<file path="src/rtl/anton_neopixel_stream_sequencer_pkg.sv">
// Shared types and defaults for the NeoPixel frame sequencer.
package anton_neopixel_stream_sequencer_pkg;

    localparam int BUFFER_END_DEFAULT   = 8191;
    localparam int LATCH_CYCLES_DEFAULT = 2000;
    localparam int INIT_CYCLES_DEFAULT  = 4000;

    typedef enum logic [2:0] {
        NEOSEQ_IDLE    = 3'd0,
        NEOSEQ_FETCH   = 3'd1,
        NEOSEQ_PRESENT = 3'd2,
        NEOSEQ_LATCH   = 3'd3,
        NEOSEQ_SYNC    = 3'd4,
        NEOSEQ_INIT    = 3'd5
    } neoSeqState_e;

    function automatic int maxInt(input int a, input int b);
        return (a > b) ? a : b;
    endfunction

endpackage

</file>
<file path="src/rtl/anton_neopixel_delay_counter.sv">
// Loadable down-counter; done is high while the count sits at zero.
module anton_neopixel_delay_counter #(
    parameter int WIDTH = 12
) (
    input  logic             busClk,
    input  logic             busRstN,
    input  logic             load,
    input  logic [WIDTH-1:0] loadVal,
    input  logic             count,
    output logic             done
);

    logic [WIDTH-1:0] cnt;

    always_ff @(posedge busClk or negedge busRstN) begin
        if (!busRstN)
            cnt <= '0;
        else if (load)
            cnt <= loadVal;
        else if (count && cnt != '0)
            cnt <= cnt - WIDTH'(1);
    end

    assign done = (cnt == '0);

endmodule

</file>
<file path="src/rtl/anton_neopixel_stream_sequencer.sv">
// Walks the frame buffer, hands bytes to the serializer, then latches the line
// and pulses end-of-frame; also times slow-init requests.
module anton_neopixel_stream_sequencer
    import anton_neopixel_stream_sequencer_pkg::*;
#(
    parameter  int BUFFER_END   = BUFFER_END_DEFAULT,
    parameter  int LATCH_CYCLES = LATCH_CYCLES_DEFAULT,
    parameter  int INIT_CYCLES  = INIT_CYCLES_DEFAULT,
    localparam int BUFFER_BITS  = $clog2(BUFFER_END + 1)
) (
    input  logic                   busClk,
    input  logic                   busRstN,
    input  logic [12:0]            regMax,
    input  logic                   regCtrlRun,
    input  logic                   regCtrlLimit,
    input  logic                   regCtrl32bit,
    input  logic                   initSlow,
    output logic [BUFFER_BITS-1:0] pixelIndexComb,
    input  logic [7:0]             pixelByte,
    output logic [7:0]             byteData,
    output logic                   byteValid,
    input  logic                   byteReady,
    output logic                   state,
    output logic                   streamSyncOf,
    output logic                   initSlowDone
);

    localparam int IW = BUFFER_BITS;
    localparam int CW = $clog2(maxInt(LATCH_CYCLES, INIT_CYCLES) + 1);

    neoSeqState_e    curState, nextState;
    logic [IW-1:0]   idxQ, nextIdx, endIdxQ, endIdxComb;
    logic            is32Q;
    logic [IW:0]     nxtSend;
    logic [31:0]     regMaxW;
    logic            cntLoad, cntEn, cntDone, capture, sample;
    logic [CW-1:0]   cntVal;

    assign regMaxW    = {19'd0, regMax};
    assign endIdxComb = (!regCtrlLimit || regMaxW > 32'(BUFFER_END)) ? IW'(BUFFER_END)
                                                                     : IW'(regMaxW);

    // Next sendable index, one bit wider so running past the end never wraps.
    always_comb begin
        nxtSend = {1'b0, idxQ} + (IW+1)'(1);
        if (!is32Q && nxtSend[1:0] == 2'b11)
            nxtSend = nxtSend + (IW+1)'(1);
    end

    always_comb begin
        nextState = curState;
        nextIdx   = idxQ;
        cntLoad   = 1'b0;
        cntVal    = '0;
        cntEn     = 1'b0;
        capture   = 1'b0;
        sample    = 1'b0;
        case (curState)
            NEOSEQ_IDLE: if (regCtrlRun) begin
                nextState = NEOSEQ_FETCH;
                nextIdx   = '0;
                sample    = 1'b1;
            end
            NEOSEQ_FETCH: begin
                nextState = NEOSEQ_PRESENT;
                capture   = 1'b1;
            end
            NEOSEQ_PRESENT: if (byteReady) begin
                if (nxtSend > {1'b0, endIdxQ}) begin
                    nextState = NEOSEQ_LATCH;
                    cntLoad   = 1'b1;
                    cntVal    = CW'(LATCH_CYCLES - 1);
                end else begin
                    nextState = NEOSEQ_FETCH;
                    nextIdx   = nxtSend[IW-1:0];
                end
            end
            NEOSEQ_LATCH: if (cntDone) nextState = NEOSEQ_SYNC;
                          else         cntEn     = 1'b1;
            NEOSEQ_SYNC:  nextState = NEOSEQ_IDLE;
            NEOSEQ_INIT:  if (cntDone) nextState = NEOSEQ_IDLE;
                          else         cntEn     = 1'b1;
            default:      nextState = NEOSEQ_IDLE;
        endcase
        // A held request must not restart INIT, otherwise it could never finish.
        if (initSlow && curState != NEOSEQ_INIT) begin
            nextState = NEOSEQ_INIT;
            nextIdx   = '0;
            cntLoad   = 1'b1;
            cntVal    = CW'(INIT_CYCLES - 1);
            capture   = 1'b0;
            sample    = 1'b0;
        end
    end

    always_ff @(posedge busClk or negedge busRstN) begin
        if (!busRstN) begin
            curState <= NEOSEQ_IDLE;
            idxQ     <= '0;
            endIdxQ  <= '0;
            is32Q    <= 1'b0;
            byteData <= '0;
        end else begin
            curState <= nextState;
            idxQ     <= nextIdx;
            if (sample) begin
                endIdxQ <= endIdxComb;
                is32Q   <= regCtrl32bit;
            end
            if (capture)
                byteData <= pixelByte;
        end
    end

    anton_neopixel_delay_counter #(.WIDTH(CW)) uDelay (
        .busClk  (busClk),
        .busRstN (busRstN),
        .load    (cntLoad),
        .loadVal (cntVal),
        .count   (cntEn),
        .done    (cntDone)
    );

    // Address leads the state by one clock so the registered RAM read lands in FETCH.
    assign pixelIndexComb = nextIdx;
    assign byteValid      = (curState == NEOSEQ_PRESENT);
    assign state          = (curState == NEOSEQ_FETCH) || (curState == NEOSEQ_PRESENT) ||
                            (curState == NEOSEQ_LATCH);
    assign streamSyncOf   = (curState == NEOSEQ_SYNC);
    assign initSlowDone   = (curState == NEOSEQ_INIT) && cntDone;

endmodule

</file>
<file path="config.mk">
export PLATFORM = sky130hd
export DESIGN_NAME = anton_neopixel_stream_sequencer
export DESIGN_NICKNAME = d
export VERILOG_FILES = /design/src/rtl/anton_neopixel_stream_sequencer_pkg.sv /design/src/rtl/anton_neopixel_delay_counter.sv /design/src/rtl/anton_neopixel_stream_sequencer.sv
export SDC_FILE = /design/constraint.sdc
export NUM_CORES = 1
export LEC_CHECK = 0
export CORE_MARGIN = 2
export CORE_UTILIZATION = 30
export DETAILED_ROUTE_END_ITERATION = 7
export GPL_TIMING_DRIVEN = 1
export PLACE_DENSITY = 0.59
export SYNTH_ARGS = -nofsm -noshare
export SYNTH_HDL_FRONTEND = slang
export SYNTH_SLANG_ARGS = --single-unit
</file>
<file path="constraint.sdc">
create_clock -name busClk -period 5.56 [get_ports busClk]
set_clock_uncertainty 0.05 [all_clocks]
set_input_delay 0.556 -clock busClk [delete_from_list [all_inputs] [get_ports busClk]]
set_output_delay 0.556 -clock busClk [all_outputs]
set_load 0.005 [all_outputs]
</file>
Word level (Yosys, flattened, before mapping)
Index checks and enable logic that the tools add are counted.
{"block": "word_totals", "regBits": 50, "input_bits": 28}
{"block": "op_classes", "muxes": 31, "reduce_logical": 15, "n_eq_ne": 11, "n_addsub": 3, "order_cmp": 2}
{"op": "$mux 13", "count": 5}
{"op": "$mux 12", "count": 3}
{"op": "$mux 11", "count": 3}
{"op": "$pmux 13 s2", "count": 1}
{"op": "$mux 3", "count": 5}
{"op": "$pmux 3 s5", "count": 1}
{"op": "$add 13x1->14 const B", "count": 1}
{"op": "$add 14x1->14 const B", "count": 1}
{"op": "$gt 14x13->1", "count": 1}
{"op": "$mux 14", "count": 1}
{"op": "$gt 13x13->1 const B", "count": 1}
{"op": "$logic_not 12->1", "count": 1}
{"op": "$ne 3x3->1 const B", "count": 4}
{"op": "$reduce_bool 12->1", "count": 1}
{"op": "$sub 12x1->12 const B", "count": 1}
{"op": "$mux 1", "count": 11}
{"op": "$eq 3x2->1 const B", "count": 2}
{"op": "$eq 3x3->1 const B", "count": 2}
{"op": "$logic_and 1x1->1", "count": 4}
{"op": "$reduce_and 4->1", "count": 1}
{"op": "$eq 3x1->1 const B", "count": 1}
{"op": "$logic_not 3->1", "count": 1}
{"op": "$logic_or 1x1->1", "count": 3}
{"op": "$ne 3x1->1 const B", "count": 1}
{"op": "other kinds (5)", "count": 6}

Longest topological paths before layout
Gate-level depths: netlist (run 1).
{"block": "logic_depth", "depth_word": 10, "mapped_depth": 17, "depth_no_buf": 15}

By module
Synthesis (run 1) repeated with hierarchy kept, for this count alone.
{"block": "unflattened", "cells_unflattened": 401, "area_unflattened_um2": 3606.0}
{"module": "anton_neopixel_stream_sequencer", "cells_each": 312, "seq_area_each_um2": 950.9, "n_inst": 1, "area_each_um2": 2807.7}
{"module": "anton_neopixel_delay_counter", "cells_each": 89, "seq_area_each_um2": 300.3, "n_inst": 1, "area_each_um2": 798.3}

Worst setup path after synthesis (run 1)
No wires, ideal clock.
{"block": "synth_path", "path_type": "flip-flop to output port", "from": "register idxQ[0]", "to": "output port pixelIndexComb[10]", "arrival_time_ns": 3.662, "slack_ns": 1.292, "required_ns": 4.954, "path_buffers": 2, "stages_incl_launch_ff": 17, "path_cell_list": "dfrtp_1 > ha_1 > buf_6 > o211ai_1 > a211oi_2 > nor2_1 > nor4_1 > nor3b_1 > xnor2_1 > ha_1 > nand4_1 > nor4_1 > a31oi_1 > nor4_2 > o22ai_2 > buf_6 > a22o_1"}
{"block": "synth_via", "elab_chain_cells": 9, "word_cells_on_any_way": 10, "classes_between": "2 x add/sub; 1 x order compare; 1 x eq/ne; 5 x mux; 1 x reduce/logical"}
{"element": "start, declared", "line_no": "anton_neopixel_stream_sequencer.sv:32", "text": "logic [IW-1:0] idxQ, nextIdx, endIdxQ, endIdxComb;"}
{"element": "start signal, assigned", "line_no": "anton_neopixel_stream_sequencer.sv:105", "text": "idxQ <= nextIdx;"}
{"element": "$add 13x1->14 *", "line_no": "anton_neopixel_stream_sequencer.sv:45", "text": "nxtSend = {1'b0, idxQ} + (IW+1)'(1);"}
{"element": "branches (longest 2 deep; another with $add 14x1->14)"}
{"element": "$mux 14 *", "line_no": "anton_neopixel_stream_sequencer.sv:46", "text": "if (!is32Q && nxtSend[1:0] == 2'b11)"}
{"element": "$gt 14x13->1", "line_no": "anton_neopixel_stream_sequencer.sv:69", "text": "if (nxtSend > {1'b0, endIdxQ}) begin"}
{"element": "$mux 13 *", "line_no": "anton_neopixel_stream_sequencer.sv:69"}
{"element": "$mux 13 *", "line_no": "anton_neopixel_stream_sequencer.sv:68", "text": "NEOSEQ_PRESENT: if (byteReady) begin"}
{"element": "$pmux 13 s2 *", "line_no": "anton_neopixel_stream_sequencer.sv:58", "text": "case (curState)"}
{"element": "$mux 13 *", "line_no": "anton_neopixel_stream_sequencer.sv:86", "text": "if (initSlow && curState != NEOSEQ_INIT) begin"}
{"element": "end, declared", "line_no": "anton_neopixel_stream_sequencer.sv:18", "text": "output logic [BUFFER_BITS-1:0] pixelIndexComb,"}
Mark *: on every way between the ends.

Worst setup path after layout (run 1)
{"block": "layout_path", "from": "register idxQ[0]", "to": "output port pixelIndexComb[12]"}
The elaborated chain is that of the path after synthesis.

==> results of run 1 <==
per-layer routing:
layer / vias up / wire length (um) / track usage, %
met4: 0 / 112 / 3.57
li1: 1288 / - / -
met3: 9 / 191 / 2.29
met2: 48 / 3610 / 22.1
met1: 1284 / 3720 / 18.9
met5: - / 0 / 0
power groups by stage:
stage | clock, uW | combinational [uW] | sequential, uW
global route | 282 | 46.4 | 370
CTS | 268 | 43.2 | 370
global placement | 0 | 42.6 | 377
detailed placement | 0 | 43.1 | 377
finish | 260 | 42.3 | 370
floorplan | 0 | 7.53 | 377
stage by stage:
step | TNS [ns] | util [%] | cell area [um^2] | setup WS [ns]
3_3_place_gp | 0 | 35.9 | 3860 | 0.314
3_5_place_dp | 0 | 35.9 | 3860 | 0.204
6_report | 0 | 37.8 | 4060 | 0.249
5_1_grt | -0.0396 | 37.8 | 4060 | -0.00996
4_1_cts | 0 | 36.9 | 3970 | 0.000319
2_1_floorplan | 0 | - | 3270 | 1.29
worst paths after layout:
| check | depth (start not counted) | to | slack, ns | startpoint |
|---|---|---|---|---|
| worst max-delay path | 18 | pixelIndexComb[12] | 0.25 | idxQ[0]$_DFF_PN0_ |
| worst min-delay path | 2 | uDelay.cnt[8]$_DFFE_PN0P_ | 0.30 | busRstN |
| worst max register to register | 17 | idxQ[12]$_DFF_PN0_ | 1.44 | idxQ[0]$_DFF_PN0_ |
| worst min register to register | 2 | endIdxQ[0]$_DFFE_PN0P_ | 0.46 | endIdxQ[0]$_DFFE_PN0P_ |
| max in group asynchronous | 2 | endIdxQ[2]$_DFFE_PN0P_ | 4.73 | busRstN |
| min in group busClk | 2 | endIdxQ[0]$_DFFE_PN0P_ | 0.46 | endIdxQ[0]$_DFFE_PN0P_ |
state kept, by name (all words and copies together), names as in the netlist:
register,count
uDelay.cnt,12
curState,3
idxQ,13
byteData,8
endIdxQ,13
is32Q,1
worst max-delay path: stages, from the launching register on:
cell	delay [ns]
dfrtp_1	0.47
ha_1	0.28
buf_4	0.19
a211oi_2	0.23
nor2_1	0.13
nor4_2	0.36
nor3b_2	0.25
xnor2_1	0.20
ha_1	0.32
nand4_1	0.16
nor2_1	0.06
o31ai_1	0.07
a31oi_2	0.18
nor4_4	0.36
buf_4	0.18
o22ai_4	0.07
buf_12	0.16
a22o_2	0.28
clkdlybuf4s50_1	0.44
placed cells by master (no fill, tap or decap), drive strengths merged, types with 9 or more instances in the layout:
cell | synthesis | final
clkdlybuf4s50 | 1 | 51
a21oi | 23 | 23
inv | 22 | 22
a22o | 12 | 12
nor3 | 9 | 9
mux2 | 9 | 9
nand3 | 11 | 11
nand2 | 29 | 29
nor3b | 15 | 15
nor2 | 15 | 15
dfrtp | 50 | 50
xnor2 | 22 | 22
ha | 16 | 16
buf | 11 | 9
cells in the mapped netlist (all sizes together), types with 2 or more instances:
library cell	number	share of area [%]
buf	11	3.0
a21oi	23	3.5
and2	6	1.2
or4	2	0.69
or2	2	0.38
mux2	9	3.1
dfrtp	50	38
nor2b	3	0.57
a21boi	2	0.46
nor2	15	1.7
ha	16	6.1
mux2i	2	0.61
o21ai	8	1.2
nand4	6	1.1
nor3b	15	3.4
xor2	5	1.6
inv	22	2.5
and3	2	0.57
o31ai	3	0.69
nand2b	4	0.84
o211ai	6	1.8
a22o	12	3.3
nand2	29	3.3
a211oi	4	1.1
nand3	11	1.8
nand4b	2	0.73
nor4	8	1.9
nor3	9	1.4
clkbuf	4	0.76
o2111ai	2	0.73
xnor2	22	5.9
cell families (layout without fill, tap and decap cells):
| family | count (synthesis) | after routing | synth area share (%) |
|---|---|---|---|
| AOI/OAI and AO/OA | 70 | 70 | 16.5 |
| xor gates and xnor gates | 27 | 27 | 7.45 |
| adders and majority gates | 16 | 16 | 6.12 |
| buffers and inverters | 39 | 90 | 6.92 |
| DFF | 50 | 50 | 38.2 |
| muxes | 11 | 11 | 3.71 |
| and+or+nand+nor | 119 | 119 | 21.1 |
repair_timing:
action,in CTS,in global routing
hold endpoints to repair,0,0
gates resized for setup,1,8
pin swaps,1,4
setup endpoints to repair,12,13
setup buffers,0,3
layout make-up:
| cell class | count | area share, % |
|---|---|---|
| clock buffer | 7 | 1.88 |
| clock inverter | 1 | 0.740 |
| inverter | 22 | 2.04 |
| multi-input combinational | 243 | 45.7 |
| sequential | 50 | 30.8 |
| tap | 140 | 4.32 |
| timing repair buffer | 60 | 14.5 |
==> results.json, run 1 <==
{
  "cts_num_sinks": 50,
  "timing.hold.ws_ns": 0.301,
  "ant_nets": 0,
  "avgSynthCellArea_um2": 9.86,
  "ios": 53,
  "relSlewSlack_pct": 37.3,
  "min_path_type": "input pin to asynchronous set/reset pin",
  "power_switching_uw": 143,
  "ys_types": 62,
  "cp.required_ns": 4.95,
  "vdd_ir_drop_max_uv": 94.3,
  "num_rows": 38,
  "path_max_fanout": 12,
  "crit_arrival_ns": 4.71,
  "syn-num-nets": 376,
  "grt_overflow": 0,
  "grt_max_degree": 51,
  "firstDrtPassIters": 4,
  "synth_cells": 332,
  "initial_core_util_pct": 30.5,
  "numCtsBuffers": 5,
  "antenna_found_initial": 0,
  "synth-seq-area-share_pct": 38.2,
  "dp_hpwl_um": 5690,
  "fin_total_pwr_uw": 672,
  "leakagePower_uw": 0.00162,
  "nets": 426,
  "clk_latency_ns": 0.31,
  "grtUsageTotal_pct": 13.7,
  "cts_tree": "done",
  "vias": 2629,
  "multiInputGateArea_um2": 1850,
  "core_um2": 10700,
  "internal_power_uw": 529,
  "area_growth_pct": 23.9,
  "cp-start-kind": "register",
  "p_sw_share_pct": 21.3,
  "layoutNonFillerInstCount": 523,
  "drcViolationCount": 0,
  "htree_levels": 2,
  "hold_viol": 0,
  "min_period_ns": 5.31,
  "p_comb_share_pct": 6.3,
  "synth.ff_latch_count": 50,
  "drt_wl_total_um": 7640,
  "cts_hold_buf": 0,
  "yosys_warnings": 0,
  "dp_cells": 512,
  "cts_root_buf": "clkbuf_8",
  "drive_gt1_share_pct": 14.9,
  "synth-edff-count": 0,
  "vias_per_cell": 5.03,
  "die_area_um2": 11800,
  "regArea_um2": 1250,
  "synth-async-reset-ratio_pct": 100,
  "maxCapViolCount": 0,
  "ys_dominant_reg_cell": "dfrtp_1",
  "netlist_area_um2": 3270,
  "pwr-share-clk_pct": 38.7,
  "final.period_utilization_pct": 95.5,
  "cts.path.max_buffers": 2,
  "drv_slew": 0,
  "end_kind": "output pin",
  "seq_power_share_pct": 55.0,
  "critPathKind": "register to output pin",
  "grt_pass1_vias": 2604,
  "fp.dieW_um": 108,
  "drtIter0Drc": 97,
  "gp_congestion": 0.849,
  "diodes": 0,
  "power-per-cell-area_nw_per_um2": 166,
  "worstMarginPinSlew_ns": 0.938,
  "grt_pass1_wl_um": 12700,
  "setup_viol": 0,
  "portBuffers": 52,
  "wl_per_cell_um": 14.6,
  "die_h_um": 108,
  "clkSlewWorstSetupHoldPaths_ns": 0.09,
  "fillers": 1112,
  "status": "finished clean",
  "fmax_mhz": 188
}
(Power assumes the default switching activity.)
==> run 2: changes to the inputs <==
--- a/config.mk
+++ b/config.mk
@@ -5,7 +5,6 @@
 export SDC_FILE = /design/constraint.sdc
 export NUM_CORES = 1
 export LEC_CHECK = 0
-export CORE_MARGIN = 2
 export CORE_UTILIZATION = 30
 export DETAILED_ROUTE_END_ITERATION = 7
 export GPL_TIMING_DRIVEN = 1
==> run 2 against run 1 <==
Global-route usage rose by 0.28 points. Hold slack worse by 0.016 ns. Count of clock-buffer cells in the layout decreased by 1. Sequential power about the same. Flip-flop and latch count is the same. Critical path depth fell by 1. Total power increased by 2.9%. Register-to-register slack improved by 0.04 ns. Clock power rose by 7%. Largest cell class unchanged.
==> results.json, run 2 (synthesized netlist as in run 1, its figures left out) <==
{
  "place_area_um2": 3860,
  "clk_latency_ns": 0.31,
  "fp.dieW_um": 106,
  "cts_num_sinks": 50,
  "grtUsageTotal_pct": 14.0,
  "final_cell_mix": "clkdlybuf4s50_1, dfrtp_1, nand2_1",
  "status": "finished clean",
  "drcViolationCount": 0,
  "clkSlewWorstSetupHoldPaths_ns": 0.10,
  "path_max_fanout": 12,
  "worstRegToRegCells": 16,
  "p_comb_share_pct": 6.1,
  "die_area_um2": 11300,
  "fillers": 1082,
  "power-per-cell-area_nw_per_um2": 170,
  "vdd_ir_drop_max_uv": 88.4,
  "drt_wl_total_um": 7740,
  "min_path_type": "input pin to asynchronous set/reset pin",
  "num_rows": 37,
  "vias": 2602,
  "grt_pass1_wl_um": 12700,
  "p_sw_share_pct": 21.5,
  "worstMarginPinSlew_ns": 0.957,
  "initial_core_util_pct": 31.3,
  "postLayoutCellArea_um2": 4070,
  "grt_pass1_vias": 2534,
  "nets": 426,
  "ant_nets": 0,
  "crit_arrival_ns": 4.68,
  "diodes": 0,
  "cp.required_ns": 4.95,
  "hold_viol": 0,
  "min_period_ns": 5.28,
  "final.period_utilization_pct": 95.0,
  "critPathKind": "register to output pin",
  "dp_hpwl_um": 5740,
  "cts_root_buf": "clkbuf_8",
  "vias_per_cell": 5.01,
  "drive_gt1_share_pct": 15.7,
  "maxCapViolCount": 0,
  "grt_max_degree": 51,
  "power_switching_uw": 149,
  "layout_commonest_cell": "clkdlybuf4s50_1",
  "end_kind": "output pin",
  "multiInputGateArea_um2": 1850,
  "pwr-share-clk_pct": 40.4,
  "top_regs": "endIdxQ x13, idxQ x13, uDelay.cnt x12",
  "cts.path.max_buffers": 2,
  "relSlewSlack_pct": 36.0,
  "ios": 53,
  "antenna_found_initial": 0,
  "portBuffers": 52,
  "setup_viol": 0,
  "internal_power_uw": 542,
  "htree_levels": 2,
  "die_h_um": 106,
  "numCtsBuffers": 5,
  "area_growth_pct": 24.4,
  "cts_hold_buf": 0,
  "cp-start-kind": "register",
  "timing.hold.ws_ns": 0.285,
  "grt_overflow": 0,
  "wl_per_cell_um": 14.9,
  "drtIter0Drc": 159,
  "firstDrtPassIters": 4,
  "seq_power_share_pct": 53.5,
  "cts_tree": "done",
  "regArea_um2": 1250,
  "gp_congestion": 0.898,
  "leakagePower_uw": 0.00164,
  "drv_slew": 0,
  "fmax_mhz": 189,
  "core_um2": 10500
}
[run 2: changes by cell type in the layout (fill, tap and decap cells not counted), sizes merged]
cell,previous run,this run
clkbuf,7,6
inv,22,23
[run 2: through the flow]
step           TNS [ns]  worst slack (ns)  total power (uW)  std cells  util (%)
6_report              0             0.277               691        519      38.9
5_1_grt         -0.0193           -0.0163               718        519      38.9
4_1_cts               0            0.0358               704        517      38.1
3_5_place_dp          0             0.347               420        509      36.9
3_3_place_gp          0             0.477               419        509      36.9
2_1_floorplan         0              1.29               385        332         -
[run 2: routing by layer]
| metal | up-vias | part of all wire (%) | track usage (%) |
|---|---|---|---|
| met5 | - | 0 | 0 |
| met4 | 0 | 1.6 | 4.60 |
| met3 | 10 | 3.6 | 2.21 |
| met2 | 67 | 46 | 22.3 |
| met1 | 1242 | 48 | 19.1 |
| li1 | 1283 | - | - |
[run 2: cell type report]
cell class,count,area share (%)
flip-flops and latches,50,30.8
multi-input cells,243,45.6
inverters,22,2.03
clock buffers,6,2.03
repair buffers,60,14.4
clock inverters,2,0.953
well taps,136,4.18
[run 2: final timing paths]
kind                                        startpoint                         to  slack [ns]
worst max-delay path                 idxQ[0]$_DFF_PN0_         pixelIndexComb[12]        0.28
worst min-delay path                           busRstN  uDelay.cnt[3]$_DFFE_PN0P_        0.28
worst max register to register       idxQ[0]$_DFF_PN0_         idxQ[12]$_DFF_PN0_        1.48
worst min register to register  endIdxQ[0]$_DFFE_PN0P_     endIdxQ[0]$_DFFE_PN0P_        0.46
max in group asynchronous                      busRstN          idxQ[0]$_DFF_PN0_        4.70
min in group busClk             endIdxQ[0]$_DFFE_PN0P_     endIdxQ[0]$_DFFE_PN0P_        0.46
[run 2: power by group through the flow]
| stage | registers (uW) | logic (uW) | clock network [uW] |
|---|---|---|---|
| 2_1_floorplan | 377 | 7.53 | 0 |
| 3_3_place_gp | 377 | 42.5 | 0 |
| 3_5_place_dp | 377 | 43.2 | 0 |
| 4_1_cts | 370 | 43.2 | 291 |
| 5_1_grt | 371 | 46.6 | 301 |
| 6_report | 370 | 42.4 | 279 |
[run 2: worst max-delay path: stages, from the launching register on]
cell	delay, ns
dfrtp_2	0.46
ha_2	0.24
buf_4	0.16
xor2_2	0.25
nand2_1	0.15
nor4_4	0.33
nor3b_1	0.27
xnor2_1	0.13
ha_1	0.32
nand4_1	0.14
nor4_2	0.33
a31oi_2	0.11
nor4_4	0.32
buf_4	0.18
o22ai_4	0.08
buf_12	0.17
a22o_2	0.28
clkdlybuf4s50_1	0.45
[run 2: what timing repair did]
item | 4_1_cts | 5_1_grt
setup endpoints to repair | 2 | 13
resized for setup | 0 | 11
pin swaps | 1 | 3
setup buffers | 0 | 2
hold endpoints to repair | 0 | 0
